===== config.mk =====
export PLATFORM = sky130hd
export DESIGN_NAME = prog_mem
export DESIGN_NICKNAME = d
export VERILOG_FILES = /design/src/rtl/prog_mem.sv
export SDC_FILE = /design/constraint.sdc
export NUM_CORES = 1
export LEC_CHECK = 0
export CORE_MARGIN = 5
export CORE_UTILIZATION = 28
export CTS_CLUSTER_SIZE = 20
export DETAILED_ROUTE_END_ITERATION = 6
export GPL_ROUTABILITY_DRIVEN = 0
export SYNTH_ARGS = -nofsm -noshare
export SYNTH_HDL_FRONTEND = slang
export SYNTH_SLANG_ARGS = --single-unit

===== constraint.sdc =====
create_clock -name clk -period 1.4 [get_ports clk]
set_input_delay 0.28 -clock clk [delete_from_list [all_inputs] [get_ports clk]]
set_output_delay 0.28 -clock clk [all_outputs]
set_load 0.01 [all_outputs]

===== src/rtl/prog_mem.sv =====
// Program memory with a host loader stream, zero-fill of unloaded words
// and a CPU reset that is released only once the whole image is in place.
module prog_mem #(
   parameter int ADDR_W = 1,
   parameter int DATA_W = 1
) (
   input  logic              clk,
   input  logic              reset,
   input  logic              ld_valid,
   output logic              ld_ready,
   input  logic [DATA_W-1:0] ld_data,
   input  logic              ld_last,
   input  logic              reload,
   input  logic [ADDR_W-1:0] addr,
   output logic [DATA_W-1:0] data,
   output logic              cpu_n_reset,
   output logic [ADDR_W:0]   loaded
);

   localparam int DEPTH = 2**ADDR_W;

   localparam logic [1:0] S_LOAD = 2'd0;
   localparam logic [1:0] S_FILL = 2'd1;
   localparam logic [1:0] S_RUN  = 2'd2;

   logic [1:0]        state;
   logic [ADDR_W-1:0] wr_ptr;
   logic [DATA_W-1:0] mem [DEPTH];

   logic              accept;
   logic              at_end;
   logic              we;
   logic [DATA_W-1:0] wdata;

   assign ld_ready    = (state == S_LOAD);
   assign cpu_n_reset = (state == S_RUN);
   assign accept      = ld_valid & ld_ready;
   assign at_end      = &wr_ptr;
   assign data        = cpu_n_reset ? mem[addr] : '0;

   // The loader and the zero-fill share the one write port.
   always_comb begin
      we    = 1'b0;
      wdata = '0;
      if (accept) begin
         we    = 1'b1;
         wdata = ld_data;
      end else if (state == S_FILL) begin
         we    = 1'b1;
      end
   end

   // No reset on the array; stale words are cleared by FILL instead.
   always_ff @(posedge clk) begin
      if (!reset && we) begin
         mem[wr_ptr] <= wdata;
      end
   end

   always_ff @(posedge clk) begin
      if (reset) begin
         state  <= S_LOAD;
         wr_ptr <= '0;
         loaded <= '0;
      end else begin
         unique case (state)
            S_LOAD: begin
               if (ld_valid) begin
                  loaded <= loaded + 1'b1;
                  wr_ptr <= wr_ptr + 1'b1;
                  if (at_end) begin
                     state <= S_RUN;
                  end else if (ld_last) begin
                     state <= S_FILL;
                  end
               end
            end
            S_FILL: begin
               wr_ptr <= wr_ptr + 1'b1;
               if (at_end) begin
                  state <= S_RUN;
               end
            end
            S_RUN: begin
               if (reload) begin
                  state  <= S_LOAD;
                  wr_ptr <= '0;
                  loaded <= '0;
               end
            end
            default: begin
               state  <= S_LOAD;
               wr_ptr <= '0;
               loaded <= '0;
            end
         endcase
      end
   end

endmodule


* After elaboration in Yosys (flattened, before gate mapping)
Memories as Yosys holds them, arrays and structs flattened.
Index checks and enable logic that the tools add are counted.
** Storage, ports and cells
- Register bits after elaboration :: 5
- Bits in latches :: 0
- RAM bits :: 2
- Memory bits (read-only) :: 0
- Input port bits :: 7
- Output and inout port bits :: 5
- Word-level logic and storage cells :: 37
- Memories kept :: 1
** Memories
- mem :: words 2, width 1, rd ports 1, clocked after memory_dff 0, write ports 1, line 28 : logic [DATA_W-1:0] mem [DEPTH];
** Operators by class
- $add $sub $neg :: 2
- Multiply operators :: 0
- Div/mod/pow operators :: 0
- Order comparisons :: 0
- Equal/unequal tests :: 6
- Shift-type cells :: 0
- Mux-type cells :: 17
- Bitwise gates (word level) :: 2
- Reduce and logical (&&, ||, !) cells :: 6
** Operators with widths (count)
- two-way mux 2 bit :: 6
- case mux 2 bit (3 select lines) :: 2
- two-way mux 1 bit :: 8
- != test 2 bit, second input constant :: 3
- AND reduction 4 bit :: 1
- != test 3 x 1 -> 1 bit, second input constant :: 1
- case mux 1 bit (3 select lines) :: 1
- AND reduction 3 bit :: 1
- adder 2 x 1 -> 2 bit, second input constant :: 1
- == test 2 x 1 -> 1 bit, second input constant :: 1
- == test 2 bit, second input constant :: 1
- logical NOT 2 bit :: 1
- AND reduction 2 bit :: 1
- adder 1 bit, second input constant :: 1
- AND 1 bit :: 1
- logical AND 1 bit :: 1
- logical NOT 1 bit :: 1
- NOT 1 bit :: 1

* Longest topological paths before layout
- Word-level depth :: 6
- Depth in mapped cells :: 4
- Mapped depth without buffers :: 3

* Worst setup path after synthesis
Ideal clock, no wire load.
- Path kind :: register -> register
- Start :: register state[0]
- End :: memory mem[1], enable pin
- Library setup time :: 299 ps
- Data arrival time :: 965 ps
- Required time :: 1101 ps
- Slack :: 136 ps
- Stages on the path, launching flop included :: 4
- Buffers on the path :: 0
- Clock period less this slack :: 1264 ps
- Cell sequence :: dfxtp_1 nor2_1 or3b_1 nor2_1
** Between the ends
- Cells in the longest elaborated chain, start to end :: 6
- Elaborated cells between the ends (all ways) :: 8
- Classes of those cells :: eq/ne (1); mux (4); bitwise (1); reduce/logical (2)
** Ends and longest elaborated chain
- from (decl) :: line 26 : logic [1:0] state;
- from (signal assigned) :: line 62 : state <= S_LOAD;
- from (signal assigned) :: line 72 : state <= S_RUN;
- from (signal assigned) :: line 74 : state <= S_FILL;
- == test 2 x 1 -> 1 bit / logical NOT 2 bit (equally long branches) :: line 48, 35
- two-way mux 1 bit / AND 1 bit (equally long branches) :: line 48, 37
- two-way mux 1 bit (*) :: line 45 : if (accept) begin
- logical AND 1 bit (*) :: line 55 : if (!reset && we) begin
- two-way mux 1 bit (*) :: line 55
- two-way mux 1 bit (not written as such) (*) :: line 56 : mem[wr_ptr] <= wdata;
- to (decl) :: line 28
Mark *: on every way between the ends. The rest lies on a longest branch, timed or not.

* Worst setup path in the final report
- Start :: register state[0]
- End :: output data
** Between the ends
- Cells in the longest elaborated chain, start to end :: 2
** Ends and longest elaborated chain
- == test 2 bit :: line 36 : assign cpu_n_reset = (state == S_RUN);
- two-way mux 1 bit :: line 39 : assign data = cpu_n_reset ? mem[addr] : '0;
- to (decl) :: line 15 : output logic [DATA_W-1:0] data,
Every way passes these cells.

==> flow_metrics.env <==
export IMPL_grt_pass1_wl_um=1450
export IMPL_status="completed"
export IMPL_multi_input_area_um2=193
export IMPL_synth_cells=38
export IMPL_synth_compound_area_share_pct=17.0
export IMPL_cts_htree_levels=1
export IMPL_antenna_cells=0
export IMPL_port_buffers=11
export IMPL_synth_adder_area_share_pct=0
export IMPL_min_period_ps=1330
export IMPL_pin_count=12
export IMPL_crit_required_ps=1120
export IMPL_cp_max_fo=3
export IMPL_drive_gt1_share_pct=31.7
export IMPL_seq_area_um2=161
export IMPL_final_max_slew_viol_count=0
export IMPL_cts_clk_slew_worst_paths_ps=60
export IMPL_grt_pass1_vias=331
export IMPL_synthSimpleGateAreaFrac_pct=32.7
export IMPL_rsz0062_at_grt="no"
export IMPL_cap_viol_max_count=0
export IMPL_met2_usage_pct=14.6
export IMPL_antenna_left=0
export IMPL_crit_path_end_kind="primary output"
export IMPL_ys_seq_area_share_pct=43.5
export IMPL_worst_pin_slew_ps=272
export IMPL_clock_sinks=7
export IMPL_synth_top_family_by_area="simple AND/OR/NAND/NOR gates"
export IMPL_wl_per_cell_um=11.8
export IMPL_skew_ps=3.26
export IMPL_die_w_um=46.2
export IMPL_cts_path_max_buffers=2
export IMPL_drcViolationCount=0
export IMPL_peakVddDrop_mv=0.514
export IMPL_fin_tns_setup_ps=0
export IMPL_via_per_inst=4.89
export IMPL_cts_root_buf="clkbuf_4"
export IMPL_num_rows=13
export IMPL_drt_iter0_markers=5
export IMPL_fmax_mhz=752
export IMPL_fill_cells=129
export IMPL_finish_utilization_pct=45.2
export IMPL_synth_cell_types=23
export IMPL_clock_latency_ps=260
export IMPL_dieArea_um2=2140
export IMPL_crit_arrival_ps=1050
export IMPL_grt_max_degree=8
export IMPL_synthToLayoutAreaGrowth_pct=55.8
export IMPL_route_vias_total=367
export IMPL_ys_warnings_count=0
export IMPL_postSynthAreaPerCell_um2=9.68
export IMPL_finalHoldViolations=0
export IMPL_track_usage_pct=9.85
export IMPL_grt_busiest_layer="met2"
export IMPL_instances_no_fill=75
export IMPL_wirelength_um=882
export IMPL_dpl_cell_area_um2=553
export IMPL_synthMuxAreaShare_pct=2.72
export IMPL_dp_hpwl_um=636
export IMPL_tritoncts="yes"
export IMPL_power_density_nw_per_um2=971
export IMPL_grt_use_met1_pct=11.7
export IMPL_yosys_area_share_xor_xnor_pct=0
export IMPL_core_area_um2=1270
export IMPL_final_period_utilization_pct=95.0
export IMPL_drt_first_pass_iters=4
export IMPL_critPathKind="flop to primary output"
export IMPL_finish_instance_area_um2=573
export IMPL_setup_viol_count_final=0
export IMPL_die_h_um=46.2
export IMPL_gr_usage_met3_pct=3.52
export IMPL_cts_buffers=3
export IMPL_p_leak_nw=0.258
export IMPL_fin_nets=68
export IMPL_syn_nets=45
export IMPL_ys_seq_elements=7
export IMPL_synth_cell_area_um2=368
export IMPL_hp_class="input port to flop"
export IMPL_overflow=0
export IMPL_slew_headroom_pct=81.7
export IMPL_antenna_found_initial=0
export IMPL_initial_utilization_pct=29.0
export IMPL_placedCellCount=71
export IMPL_startpoint_type="flop"
[layout make-up]
cell class | count | share of cell area [%]
multi-input combinational | 28 | 33.6
timing repair buffer | 20 | 29.7
clock buffer | 4 | 4.59
tap | 15 | 3.28
inverter | 1 | 0.655
sequential | 7 | 28.2
[path summary, 6_finish.rpt]
check                                      startpoint                      to  slack, ps  depth (start not counted)
worst max register to register  state[1]$_SDFFE_PP0P_  loaded[0]$_SDFFE_PP0P_         90                          4
worst min-delay path                         ld_valid     at_end$_SDFFE_PP0P_        470                          4
worst min register to register    at_end$_SDFFE_PP0P_   state[0]$_SDFFE_PP0P_        500                          1
worst max-delay path            state[0]$_SDFFE_PP0P_                    data         70                          3
[layer usage]
layer	vias to the layer above	wire length, µm
met5	-	0
met4	0	25
met3	5	75
met2	13	374
met1	166	406
li1	183	-
[cell usage after synthesis]
master    n  area share [%]
a21oi_2   1             2.4
nor4_1    2             3.4
a2111o_1  1             3.1
or3_1     1             1.7
a22oi_1   1             2.0
mux2i_1   1             2.7
nor2b_1   2             3.4
a21oi_1   3             4.1
clkbuf_1  1             1.0
nor2b_2   1             2.4
inv_1     1             1.0
or4b_1    1             2.7
o31ai_1   2             4.1
o21ai_0   1             1.4
and3b_1   1             2.4
or3b_1    1             2.4
nor4bb_1  1             2.7
buf_4     1             2.0
dfxtp_1   5              27
nand2b_1  1             1.7
and2b_2   2             4.8
edfxtp_1  2              16
nor2_1    5             5.1
[flip-flops by register name, summed over array words and instances (netlist names)]
| signal | cells |
|---|---|
| at_end | 1 |
| loaded | 2 |
| mem | 2 |
| state | 2 |
[report_power, final]
group          total (mW)  leakage [nW]  internal [mW]  switching (mW)
registers           0.239        0.0603          0.226          0.0127
clock network       0.190        0.0150          0.109          0.0810
logic               0.127         0.183         0.0738          0.0537
total               0.557         0.258          0.409           0.147
[metrics by stage]
step | total power [mW] | hold WS [ps] | setup slack [ps]
2_1_floorplan | 0.303 | 445 | 136
3_5_place_dp | 0.379 | 489 | -334
3_3_place_gp | 0.378 | 483 | -334
4_1_cts | 0.561 | 498 | 3.39
5_1_grt | 0.586 | 496 | 8.77
6_report | 0.557 | 467 | 70.1
[cell families (layout without fill, tap and decap cells)]
kind of cell           count (synthesis)  after routing
AND/OR/NAND/NOR                       18             18
AO/OA/AOI/OAI                          9              9
flip-flops                             7              7
buffers and inverters                  3             25
multiplexers                           1              1
[cells in the final DEF (no fill, tap or decap), types with 2 or more instances in the layout]
| master | count |
|---|---|
| clkdlybuf4s50_1 | 4 |
| dlymetal6s2s_1 | 2 |
| dfxtp_1 | 4 |
| o31ai_1 | 2 |
| a21oi_1 | 3 |
| nor2b_1 | 2 |
| buf_4 | 9 |
| dlygate4sd2_1 | 2 |
| nor2_1 | 5 |
| nor4_1 | 2 |
| clkbuf_4 | 3 |
| and2b_2 | 2 |
| edfxtp_1 | 2 |
[worst max-delay path, stage by stage (launching register included)]
cell,delay (ps)
dfxtp_2,330
and2b_2,220
nor2b_1,120
buf_2,130
[what timing repair did]
item                                    CTS  global route
gates cloned                              0             0
endpoints found under the setup margin    5             4
setup buffers                             0             0
resized for setup                         8             6
hold buffers                              0             0
Note: power is estimated with default switching activity, not from simulation.
